--- src/rtl/odd_even_merge_sort_pipe.sv ---
// odd_even_merge_sort_pipe: fully pipelined Batcher odd-even merge sorting network for N unsigned keys.
// Latency: STAGES = L*(L+1)/2 enabled clocks (L = log2 N), one register rank per comparator stage.
// Backpressure: all ranks advance together only when !out_valid | out_ready; in_ready mirrors that enable.
//
// Ports:
//   clk, rst (async active-high), clr (sync flush of in-flight vectors)
//   in_valid/in_ready/in_data/in_desc   : input vector, key i at [i*DATA_W +: DATA_W]
//   out_valid/out_ready/out_data/out_desc : sorted vector, slot 0 = min (asc) or max (desc)
//   occupancy                            : number of valid pipeline ranks
//   out_idx (only with SORT_INDEX_EN)    : original input slot of each output key
//
// Optional build macro: SORT_INDEX_EN adds index tags that travel with the keys.
module odd_even_merge_sort_pipe #(
    parameter int  DATA_W = 8,
    parameter int  N      = 8,
    localparam int L      = $clog2(N),
    localparam int STAGES = L * (L + 1) / 2,
    localparam int OCC_W  = $clog2(STAGES + 1),
    localparam int IDX_W  = (N > 1) ? $clog2(N) : 1
) (
    input  logic                clk,
    input  logic                rst,
    input  logic                clr,
    input  logic                in_valid,
    output logic                in_ready,
    input  logic [N*DATA_W-1:0] in_data,
    input  logic                in_desc,
    output logic                out_valid,
    input  logic                out_ready,
    output logic [N*DATA_W-1:0] out_data,
    output logic                out_desc,
    output logic [OCC_W-1:0]    occupancy
`ifdef SORT_INDEX_EN
    ,
    output logic [N*IDX_W-1:0]  out_idx
`endif
);

    if (N < 2 || N > 16 || (N & (N - 1)) != 0 || DATA_W < 1 || DATA_W > 32) begin : g_bad_param
        $error("odd_even_merge_sort_pipe: N must be a power of two in 2..16 and DATA_W in 1..32");
    end

    // Partner of element e in comparator stage st (e itself when e is idle in that stage).
    // Walks the classic iterative Batcher odd-even merge formulation; one (p,k) pair per stage.
    function automatic int cmp_partner(input int st, input int e);
        int s_cnt;
        int res;
        res   = e;
        s_cnt = 0;
        for (int p = 1; p < N; p = p * 2) begin
            for (int k = p; k >= 1; k = k / 2) begin
                if (s_cnt == st) begin
                    for (int j = k % p; j <= N - 1 - k; j = j + 2 * k) begin
                        for (int i = 0; (i <= k - 1) && (i <= N - j - k - 1); i++) begin
                            if ((i + j) / (2 * p) == (i + j + k) / (2 * p)) begin
                                if (i + j == e)     res = i + j + k;
                                if (i + j + k == e) res = i + j;
                            end
                        end
                    end
                end
                s_cnt++;
            end
        end
        return res;
    endfunction

    logic                en;
    logic [STAGES-1:0]   vld_q, vld_d;
    logic                desc_q   [STAGES];
    logic                desc_d   [STAGES];
    logic [DATA_W-1:0]   key_q    [STAGES][N];
    logic [DATA_W-1:0]   key_d    [STAGES][N];

    // Stage inputs (rank s-1, or the input port for stage 0) and comparator outputs.
    logic                src_desc [STAGES];
    logic [DATA_W-1:0]   src_key  [STAGES][N];
    logic [DATA_W-1:0]   net_key  [STAGES][N];

`ifdef SORT_INDEX_EN
    logic [IDX_W-1:0]    idx_q    [STAGES][N];
    logic [IDX_W-1:0]    idx_d    [STAGES][N];
    logic [IDX_W-1:0]    src_idx  [STAGES][N];
    logic [IDX_W-1:0]    net_idx  [STAGES][N];
`endif

    assign out_valid = vld_q[STAGES-1];
    assign out_desc  = desc_q[STAGES-1];
    assign en        = !out_valid || out_ready;
    assign in_ready  = en;

    for (genvar s = 0; s < STAGES; s++) begin : g_stage
        if (s == 0) begin : g_src_in
            assign src_desc[s] = in_desc;
            for (genvar e = 0; e < N; e++) begin : g_e
                assign src_key[s][e] = in_data[e*DATA_W +: DATA_W];
`ifdef SORT_INDEX_EN
                assign src_idx[s][e] = IDX_W'(e);
`endif
            end
        end else begin : g_src_rank
            assign src_desc[s] = desc_q[s-1];
            for (genvar e = 0; e < N; e++) begin : g_e
                assign src_key[s][e] = key_q[s-1][e];
`ifdef SORT_INDEX_EN
                assign src_idx[s][e] = idx_q[s-1][e];
`endif
            end
        end

        // Each element computes the same swap decision as its partner, so every slot is
        // driven by exactly one mux.
        for (genvar e = 0; e < N; e++) begin : g_cmp
            localparam int Q = cmp_partner(s, e);
            if (Q == e) begin : g_pass
                assign net_key[s][e] = src_key[s][e];
`ifdef SORT_INDEX_EN
                assign net_idx[s][e] = src_idx[s][e];
`endif
            end else begin : g_swap
                localparam int LO = (Q < e) ? Q : e;
                localparam int HI = (Q < e) ? e : Q;
                logic swap;
                always_comb begin
                    swap = 1'b0;
                    if (src_desc[s]) begin
                        swap = src_key[s][LO] < src_key[s][HI];
                    end else begin
                        swap = src_key[s][LO] > src_key[s][HI];
                    end
`ifdef SORT_INDEX_EN
                    // Equal keys are ordered by original position; the network then sorts on a
                    // total order, which makes tie placement stable. Key output is unaffected.
                    if ((src_key[s][LO] == src_key[s][HI]) && (src_idx[s][LO] > src_idx[s][HI])) begin
                        swap = 1'b1;
                    end
`endif
                end
                assign net_key[s][e] = swap ? src_key[s][Q] : src_key[s][e];
`ifdef SORT_INDEX_EN
                assign net_idx[s][e] = swap ? src_idx[s][Q] : src_idx[s][e];
`endif
            end
        end
    end

    always_comb begin
        vld_d  = vld_q;
        desc_d = desc_q;
        key_d  = key_q;
`ifdef SORT_INDEX_EN
        idx_d  = idx_q;
`endif
        if (en) begin
            // Bubble ranks still clock data; only the valid bits decide what is presented.
            vld_d[0] = in_valid;
            for (int s = 1; s < STAGES; s++) begin
                vld_d[s] = vld_q[s-1];
            end
            for (int s = 0; s < STAGES; s++) begin
                desc_d[s] = src_desc[s];
                for (int e = 0; e < N; e++) begin
                    key_d[s][e] = net_key[s][e];
`ifdef SORT_INDEX_EN
                    idx_d[s][e] = net_idx[s][e];
`endif
                end
            end
        end
        // Flush wins over the enable, and also drops whatever is on the input this cycle.
        if (clr) begin
            vld_d = '0;
        end
    end

    always_ff @(posedge clk or posedge rst) begin
        if (rst) begin
            vld_q <= '0;
            for (int s = 0; s < STAGES; s++) begin
                desc_q[s] <= 1'b0;
                for (int e = 0; e < N; e++) begin
                    key_q[s][e] <= '0;
`ifdef SORT_INDEX_EN
                    idx_q[s][e] <= '0;
`endif
                end
            end
        end else begin
            vld_q  <= vld_d;
            desc_q <= desc_d;
            key_q  <= key_d;
`ifdef SORT_INDEX_EN
            idx_q  <= idx_d;
`endif
        end
    end

    always_comb begin
        out_data = '0;
        for (int e = 0; e < N; e++) begin
            out_data[e*DATA_W +: DATA_W] = key_q[STAGES-1][e];
        end
    end

`ifdef SORT_INDEX_EN
    always_comb begin
        out_idx = '0;
        for (int e = 0; e < N; e++) begin
            out_idx[e*IDX_W +: IDX_W] = idx_q[STAGES-1][e];
        end
    end
`endif

    always_comb begin
        occupancy = '0;
        for (int s = 0; s < STAGES; s++) begin
            occupancy = occupancy + OCC_W'(vld_q[s]);
        end
    end

endmodule

--- config.mk ---
export PLATFORM = sky130hd
export DESIGN_NAME = odd_even_merge_sort_pipe
export DESIGN_NICKNAME = d
export VERILOG_FILES = /design/src/rtl/odd_even_merge_sort_pipe.sv
export SDC_FILE = /design/constraint.sdc
export NUM_CORES = 1
export LEC_CHECK = 0
export BUFFER_PORTS_ARGS = -buffer_cell sky130_fd_sc_hd__buf_2
export CORE_AREA = 3 3 258 260
export CTS_BUF_LIST = sky130_fd_sc_hd__clkbuf_4
export DETAILED_ROUTE_END_ITERATION = 10
export DIE_AREA = 0 0 261 263
export SYNTH_ARGS = -nofsm -noshare
export SYNTH_HDL_FRONTEND = slang
export SYNTH_SLANG_ARGS = --single-unit
--- constraint.sdc ---
create_clock -name clk -period 19.5 [get_ports clk]
set_clock_uncertainty 0.1 [all_clocks]
set_input_delay 3.9 -clock clk [delete_from_list [all_inputs] [get_ports clk]]
set_output_delay 3.9 -clock clk [all_outputs]
set_load 0.005 [all_outputs]
======== After elaboration in Yosys (flattened, before gate mapping) ========
Index checks and enable logic that the tools add are counted.
operators by class
  add/sub/neg operators ................... 5
  magnitude comparators ................... 38
  muxes and demuxes ....................... 59
  reduce and logical (&&, ||, !) cells .... 3
operator list
  cell                count
  $mux W8             38
  $gt A8 B8 Y1        19
  $lt A8 B8 Y1        19
  $mux W1             19
  $mux W6             2
  $add A3 B1 Y3       3
  $add A2 B1 Y3       1
  $add A1 B1 Y2       1
  $reduce_bool A2 Y1  1
  $logic_not A1 Y1    1
  $logic_or A1 B1 Y1  1
storage, ports and cells
  word-level logic and storage cells ...... 160
  bits in registers ....................... 396
  output and inout port bits .............. 70

======== Depth between registers and ports, before layout ========
Gate-level depths: netlist of run 1.
  depth after elaboration ................. 5
  mapped depth ............................ 8
  depth with buffers taken out ............ 7

======== Worst setup path after synthesis of run 1 ========
No wires, ideal clock.
  kind .................................... input port to output port
  start point ............................. input out_ready
  end point ............................... output in_ready
  required time ........................... 15.500 ns
  slack ................................... 10.744 ns
  stages on the path ...................... 5
  arrival time ............................ 4.756 ns
  cells stage by stage .................... nor2_2 -> inv_2 -> clkbuf_1 -> clkbuf_1 -> buf_2
between the ends
  cells in the longest elaborated chain, start to end .. 1
ends and longest elaborated chain
  what                line  source
  start: declaration  29    input logic out_ready,
  $logic_or A1 B1 Y1  89    assign en = !out_valid || out_ready;
  end: declaration    25    output logic in_ready,
No other way between the ends.

======== Final worst setup path of run 1 ========
Ends and elaborated chain as after synthesis.

==> flow_summary.ini, run 1 <==
[hold_path]
hold_class = reg2reg

[pwr]
pwr_density_cell_nw_per_um2 = 145
pwr-share-seq_pct = 37.8
p_leak_uw = 0.0129
p_int_uw = 2280
power_frac_comb_pct = 42.4
switching_share_pct = 40.7
clockPowerShare_pct = 19.8
p_sw_uw = 1560
peakVddDrop_v = 0.0000546

[cts]
cts-htree-levels = 3
cts_setup_buffers = 0
post_cts_resized = 0
clk_pin_slew_ns = 0.06
cts_tree = built
cts_hold_buf = 0
clock_path_buffers = 3
root_buffer = clkbuf_4
cts_inserted_buffers = 110
clock_sinks = 396
clock_latency_ns = 0.87

[timing]
worst_slew_pin_slew_ns = 1.18
rsz0062_at_grt = no
slew_headroom_pct = 21.3
tns_ns = 0
hold_viol = 0
period_share_pct = 46.2
finalMaxSlewViolations = 0
setup_violations = 0
fin_crit_ns = 9.00
fmax_mhz = 111
hold_ws_ns = 0.359

[final_layout]
num-fill-cells = 6354
nets = 2960
drive_gt1_share_pct = 13.1
multi_input_area_um2 = 12700
fin_util_pct = 41.2
area_growth_pct = 8.73
regArea_um2 = 9910

[synthesis]
synth_mux_area_share_pct = 12.5
synth_top_area_share_pct = 40.6
synth-compound-area-share_pct = 18.6
yosys.cell_count.top_type = a21oi_1
synthArstFlopShare_pct = 100
synth_ff_type = dfrtp_1
seq_area_frac_synth_pct = 40.6
synth.distinct_cells = 31
syn_avg_cell_area_um2 = 9.04
synth-xor-area-share_pct = 0
synth_top_family_by_area = compound AO/OA/AOI/OAI gates
synth_common_cells = a21oi_1 (649), dfrtp_1 (396), mux2i_1 (304)
synth_edf_count = 0
synth_fa_ha_area_share_pct = 8.10
synth.net_count = 2925
yosysTopAreaCell = dfrtp_1
yosys_warnings = 0
netlist_instances = 2699
ys_ff_latch = 396
syn-cell-area_um2 = 24400
yosys.area_share.simple_pct = 12.5
synthTopCellsByArea = dfrtp_1 (41%), a21oi_1 (13%), mux2i_1 (12%), ha_1 (7.8%), and2_1 (3.9%)

[global_routing]
grt_max_degree = 263
antenna_found_initial = 2
met2_usage_pct = 30.7
use_met1_pct = 24.1
grt_overflow = 0
grt_util_all_layers_pct = 18.4
grt_pass1_wl_mm = 104
busiest_layer = met2
grt_pass1_vias = 19989
met3_usage_pct = 3.02

[worst_setup_path]
critPathBufInv = 3
crit_slowest_cell = nor2_4
critPathArrivalTime_ns = 5.00
slowest_delay_ns = 0.41
crit_path_start_kind = primary input
cp.required_ns = 15.50
crit_path_frequent_cell = buf_2
r2r_slack_ns = 16.15
critPathKind = in2out
cp_top_family = buffers and inverters
worst-path-max-fanout = 82
worst_setup_path_end_kind = output port
crit_chain = buf_2 > nor2_4 > inv_6 > buf_2

[floorplanning]
core_area_um2 = 64300
fp.dieH_um = 263
die_area_um2 = 68600
ios = 140
die_w_um = 261
start_util_pct = 37.9
fp-row-count = 93

[placement]
port_buffers = 139
gp_congestion = 0.839
dp_hpwl_mm = 46.2

[flow_run]
max_cap_viol_count = 0

[detailed_routing]
vias = 19757
vias_per_cell = 5.38
drt_iter0_drc = 1253
drc_errors = 0
wl_mm = 64.0
wl_per_cell_um = 17.4
drtAntennaViolNets = 0
firstDrtPassIters = 5

[status]
status = complete, no violations
## worst paths after layout
path                            cells after the start          from           end
min in group asynchronous                           2           rst   out_data[0]
worst min-delay path                                2  out_data[59]  out_data[59]
max in group asynchronous                           4           rst    key_q[240]
worst max-delay path                                4     out_ready      in_ready
worst max register to register                      7      vld_q[5]    key_q[374]
worst min register to register                      2  out_data[59]  out_data[59]
## cells in the final DEF, fill, tap and decap left out
cell type | synthesis | layout
buf_12 | 0 | 3
diode_2 | 0 | 1
a311o_1 | 11 | 11
dfrtp_1 | 396 | 396
buf_2 | 48 | 139
buf_4 | 75 | 10
nand2_1 | 228 | 228
nor2_4 | 0 | 1
a21o_1 | 30 | 30
a311oi_2 | 0 | 11
and3_4 | 11 | 11
and2_1 | 152 | 152
nor2b_1 | 19 | 19
clkbuf_4 | 0 | 171
o211ai_1 | 19 | 19
o21ai_0 | 37 | 37
nand4_1 | 38 | 38
inv_6 | 0 | 1
a211oi_1 | 27 | 21
nand3_1 | 11 | 11
a211oi_2 | 0 | 6
mux2i_1 | 304 | 304
a211o_1 | 8 | 8
inv_1 | 160 | 159
inv_2 | 2 | 3
clkinv_1 | 0 | 20
nor2_1 | 171 | 171
inv_8 | 0 | 1
o211a_1 | 8 | 8
ha_1 | 153 | 153
nor3_1 | 10 | 10
a221oi_2 | 11 | 11
bufinv_16 | 0 | 1
fa_1 | 3 | 3
a21oi_1 | 649 | 649
## through the flow
| step | power, µW | std cells | instance area [µm²] | setup slack, ns |
|---|---|---|---|---|
| floorplan | 2690 | 2699 | 24400 | 4.49 |
| global placement | 3000 | 3477 | 25100 | 10.50 |
| detailed placement | 3090 | 3477 | 25100 | 10.46 |
| CTS | 3880 | 3671 | 26500 | 10.46 |
| global route | 4150 | 3672 | 26500 | 10.39 |
| finish | 3840 | 3672 | 26500 | 10.50 |
## power groups by stage
stage,logic (µW),registers [µW],clock network (µW)
3_3_place_gp,1560,1450,0
2_1_floorplan,1350,1330,0
6_report,1630,1450,761
3_5_place_dp,1630,1460,0
4_1_cts,1640,1450,787
5_1_grt,1820,1500,835
## state kept, by name, summed over array words and instances (netlist names)
name      flops
out_desc      1
out_data     64
vld_q         6
desc_q        5
key_q       320
## cell families (layout without fill, tap and decap cells)
| logic type | Yosys count | after routing |
|---|---|---|
| compound gates | 811 | 811 |
| fa+ha+maj | 156 | 156 |
| buf+inv | 391 | 508 |
| flops | 396 | 396 |
| mux | 304 | 304 |
| other cells | 0 | 1 |
| simple gates | 641 | 641 |
## cell type report
class | instances | share of cell area (%)
Clock buffer | 171 | 4.84
Inverter | 162 | 2.34
Tap cell | 855 | 4.03
Sequential cell | 396 | 37.4
Multi-Input combinational cell | 1912 | 47.8
Clock inverter | 23 | 0.425
Antenna cell | 1 | 0.00944
Timing Repair Buffer | 152 | 3.13
## tightest hold or removal path: stages, from the launching register on
cell and delay, ns:
dfrtp_1 0.34, nand2_1 0.05, nand2_1 0.04
## routing by layer
layer | share of wire [%] | vias to the layer above
met5 | 0 | -
met4 | 2.7 | 0
met3 | 3.9 | 107
met2 | 48 | 449
met1 | 45 | 9664
li1 | - | 9537
(Power assumes the default switching activity.)
==> run 2, diff against run 1 <==
- clock period: 19.5 -> 8 ns (I/O delays scaled with it)
==> flow_summary.ini, run 2 (synthesized netlist as in run 1, its figures left out) <==
[status]
status = complete, no violations

[hold_path]
hold_class = reg2reg
hold_start = out_data[59]
hold_end = out_data[59]
whs_path_depth = 2

[worst_setup_path]
r2r_cells = 8
slowest_delay_ns = 0.56
crit_path_start_kind = flop
r2r_slack_ns = 4.17
critPathBufInv = 3
cp_top_family = adder cells
critPathArrivalTime_ns = 3.14
crit_slowest_cell = fa_1
critPathKind = reg2out
worst_setup_path_end_kind = output port
reg2reg_to = key_q[85]
crit_path_frequent_cell = fa_1
r2r_start = vld_q[5]
worst-path-max-fanout = 3
crit_chain = fa_1 > inv_1 > fa_1 > inv_1 > ha_1 > fa_1 > buf_2
cp.required_ns = 6.30

[cts]
root_buffer = clkbuf_4
clock_path_buffers = 3
cts-htree-levels = 3
clock_latency_ns = 0.87
post_cts_resized = 0
cts_setup_buffers = 0
clk_pin_slew_ns = 0.06
clock_sinks = 396
cts_hold_buf = 0
cts_tree = built
cts_inserted_buffers = 111

[final_layout]
layout_commonest_cell = a21oi_1
regArea_um2 = 9910
num-fill-cells = 6451
layout_common_cells = a21oi_1 (649), dfrtp_1 (396), mux2i_1 (304)
area_growth_pct = 8.77
regMostFlops = key_q
largest_register_ffs = 320
nets = 2960
drive_gt1_share_pct = 12.9
multi_input_area_um2 = 12700

[timing]
finalMaxSlewViolations = 0
tns_ns = 0
worst_slew_pin_slew_ns = 1.15
hold_viol = 0
slew_headroom_pct = 23.0
rsz0062_at_grt = no
period_share_pct = 60.5
setup_violations = 0
fin_crit_ns = 4.84
hold_ws_ns = 0.363
fmax_mhz = 207

[pwr]
power.total_uw = 9350
pwr_density_cell_nw_per_um2 = 352
p_leak_uw = 0.0129
peakVddDrop_v = 0.000125

[floorplanning]
fp-row-count = 93
die_w_um = 261
die_area_um2 = 68600
core_area_um2 = 64300
fp.dieH_um = 263
start_util_pct = 37.9
ios = 140

[placement]
gp_congestion = 0.815
dp_hpwl_mm = 46.4
port_buffers = 139

[detailed_routing]
vias_per_cell = 5.35
drtAntennaViolNets = 0
vias = 19713
drt_iter0_drc = 1250
firstDrtPassIters = 5
wl_per_cell_um = 17.5
drc_errors = 0
wl_mm = 64.3

[flow_run]
max_cap_viol_count = 0

[global_routing]
grt_overflow = 0
grt_pass1_vias = 20295
grt_max_degree = 256
grt_pass1_wl_mm = 105
grt_util_all_layers_pct = 18.7
antenna_found_initial = 2
-- run 2: cell type report --
class | instances | share of cell area (%)
Antenna cell | 1 | 0.00943
Clock buffer | 157 | 4.44
Clock inverter | 48 | 0.849
Inverter | 162 | 2.33
Multi-Input combinational cell | 1912 | 47.8
Sequential cell | 396 | 37.4
Tap cell | 855 | 4.03
Timing Repair Buffer | 151 | 3.15
-- run 2: worst max-delay path by stage --
stage,startpoint,end,slack [ns],depth (start not counted)
finish,vld_q[0],occupancy[1],3.16,7
global route,vld_q[0],occupancy[1],2.99,7
detailed placement,out_ready,key_q[85],2.81,8
CTS,vld_q[0],occupancy[1],3.01,7
global placement,out_ready,key_q[95],3.01,8
floorplan,rst,desc_q[1],0.97,1
-- run 2: power breakdown --
group / internal, µW / switching [µW] / total [µW]
Sequential: 2790 / 746 / 3540
Combinational: 1770 / 2200 / 3970
Clock: 940 / 905 / 1840
-- run 2: worst reg2reg max path, cell delays in order (launching register included) --
cell and delay [ns]:
dfrtp_1 0.35, inv_2 0.06, nor2_4 0.18, buf_12 0.63, buf_4 0.92, buf_4 0.95
nor2_1 0.19, a21oi_1 0.19, mux2i_1 0.10
-- run 2: through the flow --
stage	area (µm²)	setup slack [ns]	utilization, %	instances
floorplan	24400	0.970	-	2699
global placement	25100	3.01	39.0	3476
detailed placement	25100	2.81	39.0	3476
CTS	26500	3.01	41.2	3681
global route	26500	2.99	41.2	3682
finish	26500	3.16	41.2	3682
-- run 2: layer usage --
metal  GRT usage, %  routed length [µm]  vias to the layer above
li1               -                   -                     9556
met1           24.2               28700                     9610
met2           31.3               30800                      420
met3           3.15                2750                      125
met4           7.18                2050                        2
met5              0                  12                        -
